==> src/rtl/serial_tc_decoder_if.sv <==
// Bit-serial two's-complement receive link: serial input side plus the
// parallel sign/magnitude result side.
interface serial_tc_decoder_if #(
    parameter int unsigned W = 8
) ();
    logic         in_valid;
    logic         start;
    logic         in;
    logic [W-1:0] out_mag;
    logic         out_neg;
    logic         out_valid;

    modport master (
        output in_valid, start, in,
        input  out_mag, out_neg, out_valid
    );

    modport slave (
        input  in_valid, start, in,
        output out_mag, out_neg, out_valid
    );
endinterface

==> src/rtl/serial_tc_decoder.sv <==
// Reassembles an LSB-first two's-complement word and presents it as
// sign + magnitude, negating on the fly with the copy-to-first-one rule.
module serial_tc_decoder #(
    parameter int unsigned W = 8
) (
    input  logic                clk,
    input  logic                reset,
    serial_tc_decoder_if.slave  bus
);
    localparam int unsigned CW = $clog2(W + 1);

    typedef enum logic {
        IDLE,
        RECV
    } state_t;

    state_t        state;
    logic [CW-1:0] count;
    logic [W-1:0]  raw;
    logic [W-1:0]  neg;
    logic          seen_one;
    logic          done;

    logic          neg_bit;
    logic          last_bit;

    assign neg_bit  = seen_one ? ~bus.in : bus.in;
    assign last_bit = (count == CW'(W - 1));

    always_ff @(posedge clk or negedge reset) begin
        if (!reset) begin
            state         <= IDLE;
            count         <= '0;
            raw           <= '0;
            neg           <= '0;
            seen_one      <= 1'b0;
            done          <= 1'b0;
            bus.out_mag   <= '0;
            bus.out_neg   <= 1'b0;
            bus.out_valid <= 1'b0;
        end else begin
            // Result is published one edge after the MSB; a new frame may be
            // shifting in at that same edge, which only touches raw/neg next.
            bus.out_valid <= done;
            if (done) begin
                bus.out_neg <= raw[W-1];
                bus.out_mag <= raw[W-1] ? neg : raw;
            end
            done <= 1'b0;

            if (bus.in_valid) begin
                if (bus.start) begin
                    // Start always opens a fresh frame, aborting any partial one.
                    raw      <= {bus.in, raw[W-1:1]};
                    neg      <= {bus.in, neg[W-1:1]};
                    seen_one <= bus.in;
                    count    <= CW'(1);
                    state    <= RECV;
                end else if (state == RECV) begin
                    raw      <= {bus.in, raw[W-1:1]};
                    neg      <= {neg_bit, neg[W-1:1]};
                    seen_one <= seen_one | bus.in;
                    if (last_bit) begin
                        count <= '0;
                        done  <= 1'b1;
                        state <= IDLE;
                    end else begin
                        count <= count + CW'(1);
                    end
                end
            end
        end
    end
endmodule

==> src/flat_wrapper.sv <==
// flat-port wrapper written by rule: the top's interface ports become plain ports
module serial_tc_decoder_flat 
#(
    parameter int unsigned W = 8
)
  (clk, reset, bus_in_valid, bus_start, bus_in, bus_out_mag, bus_out_neg, bus_out_valid);
  serial_tc_decoder_if #(.W(W)) bus_i ();
  input  logic clk;
  input  logic reset;
  input wire logic [$bits(bus_i.in_valid)-1:0] bus_in_valid;
  input wire logic [$bits(bus_i.start)-1:0] bus_start;
  input wire logic [$bits(bus_i.in)-1:0] bus_in;
  output wire logic [$bits(bus_i.out_mag)-1:0] bus_out_mag;
  output wire logic [$bits(bus_i.out_neg)-1:0] bus_out_neg;
  output wire logic [$bits(bus_i.out_valid)-1:0] bus_out_valid;
  assign bus_i.in_valid = bus_in_valid;
  assign bus_i.start = bus_start;
  assign bus_i.in = bus_in;
  assign bus_out_mag = bus_i.out_mag;
  assign bus_out_neg = bus_i.out_neg;
  assign bus_out_valid = bus_i.out_valid;
  serial_tc_decoder #(.W(W)) u_core (.clk(clk), .reset(reset), .bus(bus_i));
endmodule
==> config.mk <==
export PLATFORM = sky130hd
export DESIGN_NAME = serial_tc_decoder_flat
export DESIGN_NICKNAME = d
export VERILOG_FILES = /design/src/rtl/serial_tc_decoder_if.sv /design/src/rtl/serial_tc_decoder.sv /design/src/flat_wrapper.sv
export SDC_FILE = /design/constraint.sdc
export NUM_CORES = 1
export LEC_CHECK = 0
export CELL_PAD_IN_SITES_DETAIL_PLACEMENT = 2
export CELL_PAD_IN_SITES_GLOBAL_PLACEMENT = 2
export CORE_MARGIN = 1.5
export CORE_UTILIZATION = 30
export CTS_BUF_LIST = sky130_fd_sc_hd__clkbuf_8 sky130_fd_sc_hd__clkbuf_16
export DETAILED_ROUTE_END_ITERATION = 8
export PLACE_DENSITY = 0.71
export SLEW_MARGIN = 10
export SYNTH_ARGS = -nofsm -noshare
export SYNTH_HDL_FRONTEND = slang
export SYNTH_SLANG_ARGS = --single-unit
==> constraint.sdc <==
create_clock -name clk -period 1.36 [get_ports clk]
set_input_delay 0.272 -clock clk [delete_from_list [all_inputs] [get_ports clk]]
set_output_delay 0.272 -clock clk [all_outputs]
set_load 0.05 [all_outputs]
==> metrics <==
outcome completed; Final Max Slew Viols 0; critical path class flip-flop to flip-flop; Sink Count 33; DR vias approximately 960; ratio of cells with drive above 1 in the final layout about a third; sequential area share after synthesis around 56%; CP Launch Type flip-flop; Max Clk Rate about 800 MHz; H-tree depth 2; clock tree from TritonCTS yes; r2r startpoint u_core.count[0]$_DFFE_PN0P_; largest net degree at the start of global routing 34; worst skew pair latency roughly 0.28 ns; hpwl dp around 2300 um; total wire length about 3100 um; P&R area growth vs syn 32.5%; CP delay by family, top flip-flops; CTS Hold Buffers Added 0; Cells after DPL 200; DRT iter0 DRCs 53; P per Cell Area 2110 mW/mm^2; Final GP Congestion between 0.7 and 0.8; vias in the first global route between 1,000 and 1,500; WP buf/inv 0; worst min path class input pin to async pin; Fin. Hold Viols 0; WP data arrival around 1.5 ns; Max-cap violations 0; grt total ovfl 0; post-synth cell types 27; Crit. End Element flip-flop; vias per cell between 4 and 5; Syn Inst Count 115; root buffer cell clkbuf_8; register clock-pin slew on the reported worst setup and hold paths about 0.06 ns; Reg-to-Reg End u_core.count[0]$_DFFE_PN0P_; required time of the worst setup path 1.52 ns; final period utilization between 90 and 100%; VDD IR max a little over 0.5 mV; worst-path maximum fanout 4; clk_skew between 0.003 and 0.004 ns; first-pass GRT wire length roughly 5400 um; Die Width around 73 um; RSZ-0062 raised after global routing false; worst-case clock buffer depth 2; worst reg2reg setup slack 0.08 ns; Placement Setup Slack -0.202 ns; crit-path cells ha_1 -> and3b_1 -> nor3_1 -> a221o_1; Port Buf Inserts 14; routed length per instance 15.1 um; post-route insts no fill 208; P_leak approximately 0.0009 uW; Yosys reg bits 33; CP peak stage delay around 0.40 ns; setup ws final approximately 0.076 ns; Synth Cell Area between 0.001 and 0.0015 mm^2; crit path time final between 1 and 1.5 ns; Synth warnings 0; Tightest Pin Transition about 0.55 ns; Slew HR roughly 63%; final hold slack between 0.3 and 0.4 ns; All-Layer GR Usage 14.1%; Die H 73.0 um; Detailed Routing Iterations Pass 1 3; Post-route DRC 0; IO Count 15; FP Rows 25; die area 0.00533 mm^2; Filler Cell Count roughly 480; reg2reg path depth 4; Final ANT Viol Nets 0; number of antenna violations at the first check in global routing 0; Avg Cell Area, Syn about 13 um^2; ant diodes 0; most common cell after layout, fill and taps aside dfrtp_1; Slowest-stage cell, CP dfrtp_1; Initial Util 31.1%; syn nets around 120; Final setup viols 0; core area 0.00472 mm^2; most frequent cells in the layout dfrtp_1 (33), mux2_4 (14), buf_12 (12), buf_4 (10); cts bufs inserted 5; # nets final 148
-- worst register-to-register path, delay by kind of cell, from the launching register on --
kind                     cells  cell delay, ns
adder cells (fa/ha/maj)      1            0.22
AO/OA/AOI/OAI                1            0.26
flip-flops                   1            0.40
AND/OR/NAND/NOR              2            0.28
-- flip-flops by register name, indices dropped and copies added (netlist names) --
| signal | cells |
|---|---|
| u_core.bus.out_mag | 8 |
| u_core.neg | 8 |
| u_core.raw | 8 |
| u_core.count | 4 |
| u_core.bus.out_neg | 1 |
| u_core.bus.out_valid | 1 |
| u_core.done | 1 |
| u_core.seen_one | 1 |
| u_core.state | 1 |
-- where the power goes --
group | internal [uW] | leakage, uW | switching, uW
registers | 1330 | 0.000414 | 361
clock network | 393 | 0.0000485 | 338
logic | 917 | 0.000450 | 758
-- worst max-delay path by stage --
stage / startpoint / slack, ns / depth (start not counted) / end
after detailed placement: bus_in / -0.20 / 5 / u_core.neg[7]$_DFFE_PN0P_
after global placement: bus_start / -0.16 / 4 / u_core.neg[5]$_DFFE_PN0P_
after global routing: u_core.count[0]$_DFFE_PN0P_ / 0.0009 / 4 / u_core.count[0]$_DFFE_PN0P_
after CTS: u_core.count[0]$_DFFE_PN0P_ / 0.07 / 4 / u_core.count[0]$_DFFE_PN0P_
after floorplan: u_core.state$_DFFE_PN0P_ / 0.16 / 3 / u_core.neg[0]$_DFFE_PN0P_
final: u_core.count[0]$_DFFE_PN0P_ / 0.08 / 4 / u_core.count[0]$_DFFE_PN0P_
-- area by class of cell --
| type | instances | area (um^2) | share of cell area (%) |
|---|---|---|---|
| Sequential cell | 33 | 826 | 42.4 |
| Inverter | 6 | 22.5 | 1.16 |
| Multi-Input combinational cell | 69 | 573 | 29.4 |
| Timing Repair Buffer | 26 | 355 | 18.3 |
| Tap cell | 67 | 83.8 | 4.31 |
| Clock buffer | 6 | 82.6 | 4.24 |
| Clock inverter | 1 | 3.75 | 0.193 |
-- stage by stage --
stage	setup TNS, ns	instance area, um^2	utilization [%]	power (uW)
floorplan	0	1470	-	2570
global placement	-2.59	1850	39.2	3310
detailed placement	-3.28	1850	39.2	3410
CTS	0	1940	41.1	4150
global route	0	1950	41.2	4340
finish	0	1950	41.2	4100
-- kinds of logic after synthesis --
kind of cell	synth area share (%)
DFF	56.2
and+or+nand+nor	8.35
muxes	20.5
AOI/OAI and AO/OA	8.43
buffers and inverters	4.77
adders and majority gates	1.70
-- routing by layer --
layer / wire length, um / track usage (%)
met5: 0 / 0
met4: 61 / 6.29
met3: 100 / 4.14
met2: 1680 / 24.2
met1: 1290 / 16.3
-- cells in the mapped netlist, drive strengths merged --
cell    instances  area, um^2
dfrtp          33         826
mux2           15         221
a21oi           9        45.0
nor2            9        33.8
mux2i           8        80.1
buf             7        47.5
inv             6        22.5
nand2           5        18.8
o21ai           4        23.8
ha              2        25.0
nand3           2        10.0
nor3            2        10.0
o22ai           2        12.5
a211oi          1        7.51
a221o           1        10.0
a22o            1        8.76
and3b           1        8.76
and4            1        10.0
and4b           1        11.3
nand2b          1        6.26
nand3b          1        7.51
nand4           1        6.26
o21a            1        7.51
o311ai          1        8.76
-- timing repair --
action / 4_1_cts / 5_1_grt
setup endpoints to repair: 0 / 1
buffers inserted: 0 / 1
gates resized for setup: 0 / 0
Power figures use the tool's default switching activity.
